`config.mk`:
```
export PLATFORM = sky130hd
export DESIGN_NAME = fft_sdf_ctrl
export DESIGN_NICKNAME = d
export VERILOG_FILES = /design/src/rtl/fft_sdf_ctrl.sv
export SDC_FILE = /design/constraint.sdc
export NUM_CORES = 1
export LEC_CHECK = 0
export BUFFER_PORTS_ARGS = -buffer_cell sky130_fd_sc_hd__buf_4
export CAP_MARGIN = 20
export CORE_MARGIN = 2
export CORE_UTILIZATION = 42
export CTS_BUF_LIST = sky130_fd_sc_hd__clkbuf_2
export DETAILED_ROUTE_END_ITERATION = 8
export PLACE_DENSITY = 0.61
export SETUP_SLACK_MARGIN = 0.2
export SYNTH_ARGS = -nofsm -noshare
export SYNTH_HDL_FRONTEND = slang
export SYNTH_SLANG_ARGS = --single-unit
```
`constraint.sdc`:
```
create_clock -name clk -period 2.13 [get_ports clk]
set_input_delay 0.1065 -clock clk [delete_from_list [all_inputs] [get_ports clk]]
set_output_delay 0.1065 -clock clk [all_outputs]
set_load 0.02 [all_outputs]
```
`src/rtl/fft_sdf_ctrl.sv`:
```
// Frame controller for a radix-2 single-delay-feedback FFT pipeline: sequences a frame,
// drives per-stage butterfly selects and twiddle ROM addresses from per-stage sample counters.
module fft_sdf_ctrl #(
  parameter int N_PT = 64,
  localparam int LOG2N = $clog2(N_PT),
  localparam int AW = LOG2N - 1
) (
  input  logic                  clk,
  input  logic                  rstn,
  input  logic                  start,
  input  logic                  din_vld,
  input  logic [LOG2N-1:0]      stg_vld,
  input  logic                  fft_out_vld,
  output logic                  in_rdy,
  output logic [LOG2N-1:0]      stg_sel,
  output logic [LOG2N*AW-1:0]   tw_addr,
  output logic                  busy,
  output logic                  stop,
  output logic                  drop_err
);

  localparam logic [LOG2N:0] CNT_LAST = (LOG2N+1)'(N_PT - 1);

  typedef enum logic [1:0] {
    IDLE  = 2'd0,
    LOAD  = 2'd1,
    DRAIN = 2'd2,
    DONE  = 2'd3
  } state_t;

  state_t          state;
  state_t          state_nxt;
  logic [LOG2N:0]  in_cnt;
  logic [LOG2N:0]  out_cnt;
  logic            go;
  logic            in_acc;
  logic            out_acc;
  logic            in_last;
  logic            out_last;

  // in_rdy is a registered copy of (state == LOAD), so it doubles as the accept qualifier
  assign go       = (state == IDLE) && start;
  assign in_acc   = din_vld && in_rdy;
  assign out_acc  = fft_out_vld && ((state == LOAD) || (state == DRAIN));
  assign in_last  = in_acc && (in_cnt == CNT_LAST);
  assign out_last = out_acc && (out_cnt == CNT_LAST);

  always_ff @(posedge clk or negedge rstn) begin
    if (!rstn) begin
      state <= IDLE;
    end else begin
      state <= state_nxt;
    end
  end

  always_comb begin
    state_nxt = state;
    case (state)
      IDLE:    if (start) state_nxt = LOAD;
      LOAD: begin
        if (out_last)     state_nxt = DONE;
        else if (in_last) state_nxt = DRAIN;
      end
      DRAIN:   if (out_last) state_nxt = DONE;
      DONE:    state_nxt = IDLE;
      default: state_nxt = IDLE;
    endcase
  end

  // frame counters and registered status outputs (decoded from the next state)
  always_ff @(posedge clk or negedge rstn) begin
    if (!rstn) begin
      in_cnt   <= '0;
      out_cnt  <= '0;
      in_rdy   <= 1'b0;
      busy     <= 1'b0;
      stop     <= 1'b0;
      drop_err <= 1'b0;
    end else begin
      if (go)          in_cnt <= '0;
      else if (in_acc) in_cnt <= in_cnt + 1'b1;
      if (go)           out_cnt <= '0;
      else if (out_acc) out_cnt <= out_cnt + 1'b1;
      in_rdy   <= (state_nxt == LOAD);
      busy     <= (state_nxt != IDLE);
      stop     <= (state_nxt == DONE);
      drop_err <= din_vld && !in_rdy;
    end
  end

  // per-stage counters: stage s wraps every 2^(LOG2N-s) samples, MSB selects the butterfly
  for (genvar s = 0; s < LOG2N; s++) begin : g_stg
    localparam int CW = LOG2N - s;
    logic [CW-1:0] cnt;
    logic [CW-1:0] cnt_nxt;
    logic          sel_r;

    always_comb begin
      cnt_nxt = cnt;
      if (go)                        cnt_nxt = '0;
      else if (busy && stg_vld[s])   cnt_nxt = cnt + 1'b1;
    end

    always_ff @(posedge clk or negedge rstn) begin
      if (!rstn) begin
        cnt   <= '0;
        sel_r <= 1'b0;
      end else begin
        cnt   <= cnt_nxt;
        sel_r <= cnt_nxt[CW-1];
      end
    end

    assign stg_sel[s] = sel_r;

    if (s == LOG2N - 1) begin : g_last
      // last stage always multiplies by W^0
      assign tw_addr[s*AW +: AW] = '0;
    end else begin : g_tw
      logic [AW-1:0] tw_r;

      always_ff @(posedge clk or negedge rstn) begin
        if (!rstn) begin
          tw_r <= '0;
        end else if (cnt_nxt[CW-1]) begin
          tw_r <= AW'(cnt_nxt[CW-2:0]) << s;
        end else begin
          tw_r <= '0;
        end
      end

      assign tw_addr[s*AW +: AW] = tw_r;
    end
  end

endmodule

```
* Word level (Yosys, flattened, before mapping) *
Cells that the tools add are included.

word-level totals
  bits in registers = 71
  bits of input ports = 11
  output and inout bits = 40
  word-level logic and storage cells = 83

cells by class
  $add $sub $neg = 8
  eq/ne operators = 7
  mux-type cells = 26
  reductions and logical operators = 19

operators by type and width
  operator                                                          number
  5-bit 2-to-1 mux                                                  7
  7-bit 2-to-1 mux                                                  4
  7-bit by 1-bit adder with 7-bit output (second input constant)    2
  7-bit by 6-bit == test with 1-bit output (second input constant)  2
  1-bit logical AND                                                 12
  2-bit 2-to-1 mux                                                  6
  6-bit 2-to-1 mux                                                  2
  4-bit 2-to-1 mux                                                  2
  2-bit case mux with 4 select lines                                1
  2-bit nonzero test                                                4
  6-bit by 1-bit adder with 6-bit output (second input constant)    1
  2-bit == test (second input constant)                             3
  3-bit 2-to-1 mux                                                  2
  5-bit by 1-bit adder with 5-bit output (second input constant)    1
  4-bit by 1-bit adder with 4-bit output (second input constant)    1
  2-bit by 1-bit == test with 1-bit output (second input constant)  2
  3-bit by 1-bit adder with 3-bit output (second input constant)    1
  2-bit by 1-bit adder with 2-bit output (second input constant)    1
  2-bit logical NOT                                                 1
  1-bit 2-to-1 mux                                                  2
  1-bit adder (second input constant)                               1
  1-bit logical NOT                                                 1
  1-bit logical OR                                                  1

* Depth between registers and ports, before layout *
Gate-level depths: netlist of the first run.

  depth after elaboration = 7
  mapped depth = 6
  gate-level depth less buffers = 6

* Least setup slack after synthesis of the first run *
OpenSTA, ideal clock, no wires.

  path type = register to register
  start = register state[0]
  end = register in_rdy
  setup time = 0.119 ns
  arrival = 1.596 ns
  data required time = 2.011 ns
  path slack = 0.415 ns
  stages on the path, launching flop included = 7
  path buffers = 0
  clock period less this slack = 1.715 ns
  cells stage by stage = dfrtp_1 > inv_1 > ha_1 > nand4_2 > nor4b_1 > nor4_1 > o21a_1

between the ends
  longest elaborated chain between the ends = 7
  elaborated cells on any way between the ends = 13
  classes of those cells = eq/ne: 4; mux: 5; reduce/logical: 4

RTL lines
  item                                                                              RTL line  text
  start: declaration                                                                31        state_t state;
  start signal: assignment                                                          52        state <= state_nxt;
  2-bit by 1-bit == test with 1-bit output / 2-bit == test (equally long branches)  44, 58
  1-bit logical OR                                                                  44        assign out_acc = fft_out_vld && ((state == LOAD) || (state == DRAIN));
  1-bit logical AND                                                                 44
  1-bit logical AND                                                                 46        assign out_last = out_acc && (out_cnt == CNT_LAST);
  2-bit 2-to-1 mux (on tied branches)                                               64, 61
  2-bit case mux with 4 select lines (*)                                            58        case (state)
  2-bit by 1-bit == test with 1-bit output (*)                                      84        in_rdy <= (state_nxt == LOAD);
  end signal: assignment                                                            84
  end: declaration                                                                  14        output logic in_rdy,

Mark *: on every way between the ends. The rest lies on a longest branch, timed or not.
A chain may end at the register's enable or synchronous reset.

* Worst setup path after layout of the first run *
  start = register state[0]
  end = register stop

between the ends
  longest elaborated chain between the ends = 7
  elaborated cells on any way between the ends = 13
  classes of those cells = eq/ne: 4; mux: 5; reduce/logical: 4

RTL lines
  item                                                                              RTL line  text
  2-bit by 1-bit == test with 1-bit output / 2-bit == test (equally long branches)  44, 58
  1-bit logical OR                                                                  44
  1-bit logical AND                                                                 44
  1-bit logical AND                                                                 46
  2-bit 2-to-1 mux (on tied branches)                                               64, 61
  2-bit case mux with 4 select lines (*)                                            58
  2-bit == test (*)                                                                 86        stop <= (state_nxt == DONE);
  end signal: assignment                                                            86
  end: declaration                                                                  18        output logic stop,

Marked as above.

==> results of run 1 <==
worst max path at each step:
stage | slack, ns | end | cells past startpoint
2_1_floorplan | 0.42 | in_rdy | 6
3_3_place_gp | 0.21 | in_rdy | 6
3_5_place_dp | 0.16 | in_rdy | 6
4_1_cts | 0.29 | stop | 5
5_1_grt | 0.21 | stop | 5
6_report | 0.34 | stop | 5
worst reg2reg max path, stage by stage (launching register included):
cell	delay (ns)
dfrtp_2	0.46
inv_1	0.07
ha_1	0.32
nand4_2	0.11
or4b_4	0.55
a221oi_2	0.24
metal layers:
metal / up-vias / part of all wire (%) / wire (um)
met5: - / 0 / 0
met4: 0 / 1.7 / 74
met3: 5 / 5.2 / 233
met2: 37 / 48 / 2140
met1: 840 / 45 / 2010
li1: 882 / - / -
cell type report:
class	count	area, sq um
Fill cell	584	2930
Tap cell	75	93.8
Sequential cell	56	1400
Clock buffer	5	25.0
Inverter	3	11.3
Clock inverter	2	60.1
Timing Repair Buffer	46	373
Multi-Input combinational cell	178	1060
flip-flops by register name, indices dropped and copies added (netlist names), 2 cells and up:
signal	count
state	2
out_cnt	7
in_cnt	7
g_stg.g_tw.tw_r	15
g_stg.cnt	20
through the flow:
stage,instances,setup slack [ns],area (sq um),hold slack (ns),power (mW)
floorplan,265,0.415,2660,-0.189,2.05
global placement,351,0.207,2870,0.208,2.28
detailed placement,351,0.162,2870,0.210,2.31
CTS,364,0.287,3020,0.00418,2.95
global route,365,0.214,3030,0.0138,3.13
finish,365,0.337,3030,0.0509,2.90
cells in the final DEF, fill, tap and decap left out, drive strengths merged, types with 2 or more instances in the layout:
cell type,instances
nor2,37
or3,3
ha,9
nor4,2
mux2i,5
nand3,11
o21ai,6
bufinv,2
clkbuf,5
dfrtp,56
xor2,17
o21a,3
a21oi,7
dlygate4sd3,6
conb,15
nand2,20
buf,40
inv,3
xnor2,7
nor3,18
and2,4
nand4,5
cells by family (layout without fill, tap and decap cells):
| kind of cell | count (synthesis) | in the layout | share of synthesized area (%) |
|---|---|---|---|
| simple gates | 105 | 105 | 19.2 |
| flops | 56 | 56 | 53.8 |
| buf+inv | 31 | 56 | 7.64 |
| xor+xnor | 24 | 24 | 8.07 |
| compound gates | 20 | 20 | 4.95 |
| fa+ha+maj | 9 | 9 | 4.32 |
| mux | 5 | 5 | 1.92 |
| other cells | 1 | 15 | 0.144 |
what timing repair did:
| item | 4_1_cts | 5_1_grt |
|---|---|---|
| endpoints found under the hold margin | 64 | 0 |
| buffers inserted | 0 | 1 |
| hold buffers | 6 | 0 |
| setup endpoints to repair | 3 | 2 |
| gates cloned | 0 | 0 |
| gates resized for setup | 1 | 1 |
power breakdown:
group          total [mW]  internal [mW]  switching [mW]
sequential           1.38           1.24           0.148
clock               0.626          0.309           0.317
combinational       0.890          0.362           0.528
==> results.md, run 1 <==
* Setup crit start: state[0]
* CTS sink cnt at 56
* Area leader, netlist: dfrtp_1
* Detail Placement HPWL at 3090 um
* # nets final at 310
* CP top delay family: simple AND/OR/NAND/NOR gates
* Count of input and output buffers at 35
* CP endpoint kind: flip-flop
* Top cell type's share of synthesized area at a little over half
* Seq cells post-synth at 56
* H-tree depth at 2
* First-pass DRT Iterations at 4
* R2R setup slack at between 0.3 and 0.4 ns
* ANT cells at 0
* Top FF cell, synth: dfrtp_1
* Residual DRC at 0
* GRT overflow at 0
* Skew final at roughly 0.021 ns
* Hold Fails Final Rpt at 0
* Worst Tran Pin Value at a little under 0.7 ns
* Maxcap violations at 0
* Die width at 82.8 um
* CP Launch Type: flip-flop
* Crit path max fanout at 6
* Average wire per standard cell at 12.2 um
* Unrepaired setup endpoints after global routing: false
* Total Neg Setup Slack at 0 ns
* Drt via density at 4.83
* Post-synth EDFFs at 0
* Slowest-stage cell, CP: or4b_4
* Post-synthesis sequential area ratio at 53.8%
* CTS tree: done
* Final setup fails at 0
* Post-DRT Antenna Nets at 0
* Reg2reg path depth at 5
* Routed WL at 4460 um
* Mapped Cells at 251
* Slew margin rel. at 54.3%
* Vias in the first global route at around 1700
* GRT busiest layer: met2
* Hold path start: start
* Met1 GRT Util at 17.7%
* Ys async rst share at 100%
* Routability cong. at 0.732
* Largest net degree at the start of global routing at 57
* Mapped Avg Cell Area at a little over 10 sq um
* Initial antenna violation count at 0
* Worst-path cell chain: inv_1 -> ha_1 -> nand4_2 -> or4b_4 -> a221oi_2
* Hold crit path type: in -> reg
* Cell Rows at 28
* Required @ worst endpoint at 2.51 ns
* Distinct cells, synth at 33
* Final Critical Period at 1.79 ns
* Cell Area, Synth at around 2600 sq um
* CP Data Arrival Time at 2.18 ns
* Fraction of final layout cells sized beyond drive strength 1 at 19.3%
* Initial DRC count at 68
* Slowest cell delay on critical path at 0.54 ns
* CTS clk-pin slew, worst paths at approximately 0.26 ns
* Clock buffer count from CTS at 5
* Synth top area cells: dfrtp_1 54%, buf_4 6.1%, xor2_1 5.7%, nor2_1 5.3%, ha_1 4.3%
* Fmax at 558 MHz
* Starting Density at 43.7%
* Yosys warnings at 0
* Clock root buffer: clkbuf_2
* I/O pin total at 51
* Die Y at ~83 um
* Grt met2 use at about a quarter
* R2R Path End: stop
* Critical path buffers and inverters at 1
* Core area at about 6000 sq um
* Ratio of final minimum period to clock period at a little over four fifths
* First-pass GRT wire length at 7490 um
* Commonest cells post-synth: 56 x dfrtp_1, 37 x nor2_1, 21 x buf_4
* Lkg Pwr at 1.48 nW
* Most frequent cell after synthesis: dfrtp_1
* Worst Hold End: state[1]
* Detailed-route via count at 1764
* R2R Path Start: state[0]
* Area Overhead vs Synth at 16.3%
* Peak supply drop at 0.000386 V
* Crit Path Category: reg -> reg
* Die area at 6850 sq um
* Fin. max-slew vios at 0
* Hold Path Cell Cnt at 4
* Skew-Pair Late Insertion Delay at 0.44 ns
* Met3 Use GR at 3.70%
* Pwr dens at 958 nW/um^2
* Total GRT Usage at 14.6%
* Layout Utilization at 50.9%
* Max clock buf depth at 2
* Outcome: finished, final reports clean
(Power assumes the default switching activity.)
==> inputs of run 2 (changes only) <==
--- a/config.mk
+++ b/config.mk
@@ -5,6 +5,7 @@
 export SDC_FILE = /design/constraint.sdc
 export NUM_CORES = 1
 export LEC_CHECK = 0
+export ABC_AREA = 1
 export BUFFER_PORTS_ARGS = -buffer_cell sky130_fd_sc_hd__buf_4
 export CAP_MARGIN = 20
 export CORE_MARGIN = 2
==> constraint.sdc (replaced) <==
create_clock -name clk -period 1.9 [get_ports clk]
set_input_delay 0.095 -clock clk [delete_from_list [all_inputs] [get_ports clk]]
set_output_delay 0.095 -clock clk [all_outputs]
set_load 0.02 [all_outputs]
==> results.md, run 2 <==
* Total power at 3.16 mW
* Skew final at approximately 0.028 ns
* Commonest non-fill, non-tap cell in the layout: dfrtp_1
* Fraction of final layout cells sized beyond drive strength 1 at 19.6%
* Peak supply drop at 0.000583 V
* Cell Area, Synth at 2630 sq um
* Worst Tran Pin Value at 0.721 ns
* Outcome: finished, final reports clean
* Commonest cells post-synth: 56 x dfrtp_1, 44 x inv_1, 44 x nand2_1, 44 x nor2_1, 21 x buf_4
* Starting Density at 43.9%
* Crit path max fanout at 6
* Total GRT Usage at around 14%
* Total Neg Setup Slack at 0 ns
* Maxcap violations at 0
* Ys async rst share at 100%
* Crit Path Category: reg -> reg
* Area leader, netlist: dfrtp_1
* Slowest-stage cell, CP: dfrtp_1
* Synth top area cells: dfrtp_1 53%, inv_1 6.3%, nand2_1 6.3%, nor2_1 6.3%, buf_4 6.0%
* R2R Path Start: state[0]
* Setup crit start: state[0]
* Initial DRC count at 62
* Post-synth EDFFs at 0
* Die width at about 83 um
* Routability cong. at around 0.80
* Distinct cells, synth at 28
* ANT cells at 0
* Top FF cell, synth: dfrtp_1
* # nets final at 371
* Pre-CTS setup slack at 0.225 ns
* CTS clk-pin slew, worst paths at between 0.2 and 0.3 ns
* Most frequent cell after synthesis: dfrtp_1
* Core area at 5990 sq um
* CP Data Arrival Time at 2.02 ns
* CTS tree: done
* Count of input and output buffers at 35
* Mapped Avg Cell Area at 8.78 sq um
* CP Launch Type: flip-flop
* CP endpoint kind: flip-flop
* Most flops, register: g_stg.cnt
* Detail Placement HPWL at 3060 um
* First-pass DRT Iterations at 4
* Detailed-route via count at 1914
* H-tree depth at 2
* Hold Fails Final Rpt at 0
* Switching Power at 1.23 mW
* First-pass GRT wire length at 7910 um
* Final setup fails at 0
* Skew-Pair Late Insertion Delay at 0.45 ns
* Hold WS at 0.175 ns
* Final Critical Period at 1.63 ns
* Post-synthesis sequential area ratio at 53.2%
* Clock share of power at 14.2%
* Clock root buffer: clkbuf_2
* Sw Ratio at between 30% and 40%
* Fill cell count at approximately 570
* Flop pwr share at about half
* Max clock buf depth at 2
* Yosys warnings at 0
* Largest net degree at the start of global routing at 57
* Initial antenna violation count at 0
* Worst-path cell chain: inv_1 -> ha_1 -> nand2_2 -> clkinvlp_4 -> buf_4 -> nor3_2 -> inv_1 -> nor2_1
* Vias in the first global route at 1845
* Unrepaired setup endpoints after global routing: false
* Drt via density at ~4.5
* Mapped Cells at 300
* Combinational share of power at 35.4%
* I/O pin total at 51
* Clock buffer count from CTS at 5
* Average wire per standard cell at 10.8 um
* Fin. max-slew vios at 0
* Die area at between 6000 and 7000 sq um
* CTS sink cnt at 56
* Post-DRT Antenna Nets at 0
* Seq cells post-synth at 56
* CP top delay family: simple AND/OR/NAND/NOR gates
* Dpl cell area at 2890 sq um
* Pwr dens at 1020 nW/um^2
* Cell Rows at 28
* Setup ws final at 0.266 ns
* Crit-path most repeated cell: inv_1
* Hold crit path type: in -> async
* Required @ worst endpoint at 2.29 ns
* Top cell type's share of synthesized area at 53.2%
* Lkg Pwr at 1.69 nW
* Die Y at 83.2 um
* Final Cell Area at roughly 3100 sq um
* Most frequent cells in the layout: 55 x dfrtp_1, 45 x buf_4, 43 x inv_1, 43 x nor2_1, 42 x nand2_1
* Area Overhead vs Synth at 18.3%
* Routed WL at 4590 um
* R2R setup slack at about 0.27 ns
* Int Pwr at 1.93 mW
* GRT overflow at 0
* Residual DRC at 0
* Largest register FFs at 20
* Fmax at 612 MHz
* Ratio of final minimum period to clock period at around 86%
* Slew margin rel. at approximately half
* Slowest cell delay on critical path at about 0.42 ns
* Largest regs: g_stg.cnt x20, g_stg.g_tw.tw_r x15
* Critical path buffers and inverters at 4
## run 2: cell count changes in the layout (fill, tap and decap cells not counted), sizes merged, moves of 7 or more
cell | before | now
inv | 3 | 44
nand2 | 20 | 47
nand3 | 11 | 18
nor2 | 37 | 46
nor3 | 18 | 9
o21ai | 6 | 15
xor2 | 17 | 3
## run 2: layout make-up
cell class                 count  area, sq um  share of cell area, %
clock inverter                 3         13.8                  0.442
sequential                    56         1400                   45.0
multi-input combinational    188          968                   31.1
inverter                      45          173                   5.54
clock buffer                   5         25.0                  0.804
tap                           75         93.8                   3.01
timing repair buffer          55          438                   14.1
## run 2: worst register-to-register path, delay by kind of cell (launching register included)
kind / cells / cell delay [ns]
adders and majority gates: 1 / 0.25
buffers and inverters: 4 / 0.46
DFF: 1 / 0.42
and+or+nand+nor: 3 / 0.46
## run 2: through the flow
stage | utilization (%) | cells
2_1_floorplan | - | 314
3_3_place_gp | 48.2 | 402
3_5_place_dp | 48.2 | 402
4_1_cts | 50.8 | 422
5_1_grt | 52.0 | 427
6_report | 52.0 | 427
## run 2: power by group through the flow
stage	clock (mW)	combinational (mW)	sequential, mW
2_1_floorplan	0	0.723	1.62
3_3_place_gp	0	0.981	1.62
3_5_place_dp	0	0.998	1.62
4_1_cts	0.474	1.04	1.59
5_1_grt	0.515	1.28	1.63
6_report	0.450	1.12	1.59
## run 2: logic make-up (layout without fill, tap and decap cells)
logic type      count (synthesis)  count (layout)  share of synthesized area [%]
buf+inv                        70             108                           13.1
xor+xnor                        5               5                           1.95
compound gates                 29              29                           5.85
simple gates                  130             130                           21.5
other cells                     1              15                          0.142
flops                          56              56                           53.2
fa+ha+maj                       9               9                           4.28
## run 2: repair_timing
item	4_1_cts	5_1_grt
hold buffers	10	0
pin swaps	0	0
endpoints found under the setup margin	3	15
setup buffers	2	5
resized for setup	0	9
hold endpoints to repair	75	0
## run 2: layer usage
| layer | vias to the layer above | track usage (%) | part of all wire, % |
|---|---|---|---|
| li1 | 1011 | - | - |
| met1 | 864 | 17.7 | 47 |
| met2 | 32 | 23.3 | 47 |
| met3 | 7 | 2.98 | 3.6 |
| met4 | 0 | 6.11 | 2.6 |
| met5 | - | 0 | 0 |
## run 2: path summary, 6_finish.rpt
| kind | to | cells after the start |
|---|---|---|
| setup / recovery | g_stg[2].g_tw.tw_r[3] | 8 |
| hold / removal | g_stg[5].sel_r | 2 |
| setup reg to reg | g_stg[2].g_tw.tw_r[3] | 8 |
| hold reg to reg | drop_err | 1 |
| max in group asynchronous | busy | 2 |
| min in group clk | drop_err | 4 |
==> inputs of run 3 (changes only) <==
--- a/config.mk
+++ b/config.mk
@@ -13,6 +13,7 @@
 export CTS_BUF_LIST = sky130_fd_sc_hd__clkbuf_2
 export DETAILED_ROUTE_END_ITERATION = 8
 export PLACE_DENSITY = 0.61
+export REMOVE_ABC_BUFFERS = 1
 export SETUP_SLACK_MARGIN = 0.2
 export SYNTH_ARGS = -nofsm -noshare
 export SYNTH_HDL_FRONTEND = slang
==> results.md, run 3 (synthesis results as in run 2) <==
* Met1 GRT Util at 18.9%
* Final setup fails at 0
* Fmax at 630 MHz
* Total power at roughly 3.3 mW
* Sw Ratio at 37.4%
* # nets final at ~370
* Most flops, register: g_stg.cnt
* I/O pin total at 51
* Largest net degree at the start of global routing at 57
* Non-Filler Instances at 429
* Reg2reg path depth at 10
* Setup crit start: state[1]
* Combinational share of power at 34.2%
* Hold crit path type: in -> async
* Dpl cells at 401
* Die width at 83.2 um
* H-tree depth at 2
* Routed WL at between 4000 and 5000 um
* Flop pwr share at 47.8%
* GRT overflow at 0
* Dpl cell area at between 2000 and 3000 sq um
* Commonest non-fill, non-tap cell in the layout: dfrtp_1
* R2R Path Start: state[1]
* First-pass DRT Iterations at 4
* Required @ worst endpoint at between 2 and 2.5 ns
* Detailed-route via count at 1949
* Register area at 1400 sq um
* Residual DRC at 0
* Cell Rows at 28
* Maxcap violations at 0
* Routability cong. at 0.824
* Slew margin rel. at 53.5%
* Detail Placement HPWL at 3150 um
* Ratio of final minimum period to clock period at a little over four fifths
* Hold Fails Final Rpt at 0
* Worst Tran Pin Value at about 0.70 ns
* Unrepaired setup endpoints after global routing: true
* CP Data Arrival Time at 2.00 ns
* Die Y at 83.2 um
* Largest register FFs at 20
* Outcome: finished, final reports clean
* Drt via density at 4.54
* Count of input and output buffers at 35
* CTS sink cnt at 56
* Core area at 5990 sq um
* CTS clk-pin slew, worst paths at 0.29 ns
* Starting Density at 43.9%
* Die area at about 7000 sq um
* Initial DRC count at 93
* Skew-Pair Late Insertion Delay at 0.45 ns
* Fill cell count at 578
* Area Overhead vs Synth at 19.5%
* R2R Path End: stop
* CP Launch Type: flip-flop
* Area of the multi-input gates at ~960 sq um
* Average wire per standard cell at between 10 and 15 um
* Fin. max-slew vios at 0
* Final Cell Area at around 3100 sq um
* Crit Path Category: reg -> reg
* Crit path max fanout at 5
* Total Neg Setup Slack at 0 ns
* Clock share of power at 18.1%
* Lkg Pwr at 1.71 nW
* Clock buffer count from CTS at 5
* Total GRT Usage at 14.4%
* Int Pwr at 2.08 mW
* Initial antenna violation count at 0
* Grt met2 use at 24.2%
* Post-DRT Antenna Nets at 0
* Switching Power at 1.24 mW
* Max clock buf depth at 2
* ANT cells at 0
* Clock root buffer: clkbuf_2
* Met3 Use GR at 2.88%
* Vias in the first global route at 1891
* Skew final at around 0.02 ns
* Pwr dens at 1060 nW/um^2
* GRT busiest layer: met2
* Critical Path End: stop
* R2R setup slack at 0.31 ns
* Most frequent cells in the layout: 55 x dfrtp_1, 47 x buf_4, 43 x inv_1, 43 x nor2_1, 42 x nand2_1
* Largest regs: g_stg.cnt x20, g_stg.g_tw.tw_r x15
* Fraction of final layout cells sized beyond drive strength 1 at 19.5%
* CP endpoint kind: flip-flop
* Final Critical Period at 1.59 ns
* CTS tree: done
* First-pass GRT wire length at 8280 um
* Peak supply drop at 0.000547 V
==> run 3: changes by cell type in the layout (fill, tap and decap cells not counted) <==
cell,change
buf_4,+2
clkinv_2,-2
bufinv_16,+1
clkinv_4,+1
nor3_1,+1
nor3_2,-1
nor4_1,+1
nor4_2,-1
==> run 3: layout make-up <==
cell class	count	share of cell area [%]
Tap cell	75	2.98
Sequential cell	56	44.6
Clock buffer	5	0.795
Inverter	45	5.49
Timing Repair Buffer	57	14.4
Multi-Input combinational cell	188	30.4
Clock inverter	3	1.35
==> run 3: worst min path at each step <==
stage                             to  slack (ns)  start  cells after the start
6_report             g_stg[0].cnt[1]        0.17   rstn                      2
5_1_grt              g_stg[0].cnt[1]        0.20   rstn                      2
4_1_cts        g_stg[0].g_tw.tw_r[4]        0.18   rstn                      2
3_5_place_dp         g_stg[2].cnt[3]        0.20   rstn                      1
3_3_place_gp   g_stg[2].g_tw.tw_r[2]        0.19   rstn                      1
2_1_floorplan                   busy       -0.20   rstn                      0
==> run 3: per-layer routing <==
layer	vias to the layer above	wire length (um)
li1	1006	-
met1	902	2170
met2	36	2320
met3	5	197
met4	0	41
met5	-	0
==> run 3: timing repair <==
| item | 4_1_cts | 5_1_grt |
|---|---|---|
| gates cloned | 0 | 0 |
| endpoints found under the setup margin | 2 | 10 |
| pin swaps | 0 | 4 |
| endpoints found under the hold margin | 74 | 0 |
| hold buffers | 10 | 0 |
| resized for setup | 0 | 7 |
| setup buffers | 2 | 8 |
==> run 3: worst max-delay path: stages (launching register included) <==
cell	delay (ns)
dfrtp_1	0.43
inv_1	0.07
ha_1	0.29
nand2_2	0.10
nor2_4	0.14
nand4_1	0.16
nand3_1	0.12
nand2_1	0.08
nand2_2	0.08
nand2_1	0.05
inv_1	0.05
==> run 3: metrics by stage <==
step / utilization, % / hold WS (ns) / setup slack [ns]
floorplan: - / -0.201 / 0.0511
global placement: 48.1 / 0.195 / 0.304
detailed placement: 48.1 / 0.200 / 0.225
CTS: 51.1 / 0.182 / 0.249
global route: 52.5 / 0.201 / 0.162
finish: 52.5 / 0.173 / 0.312
==> run 3: power by group through the flow <==
stage / logic (mW) / clock network [mW] / registers [mW]
finish: 1.14 / 0.601 / 1.59
global route: 1.32 / 0.653 / 1.62
global placement: 0.981 / 0 / 1.61
CTS: 1.04 / 0.627 / 1.59
floorplan: 0.608 / 0 / 1.65
detailed placement: 0.998 / 0 / 1.62
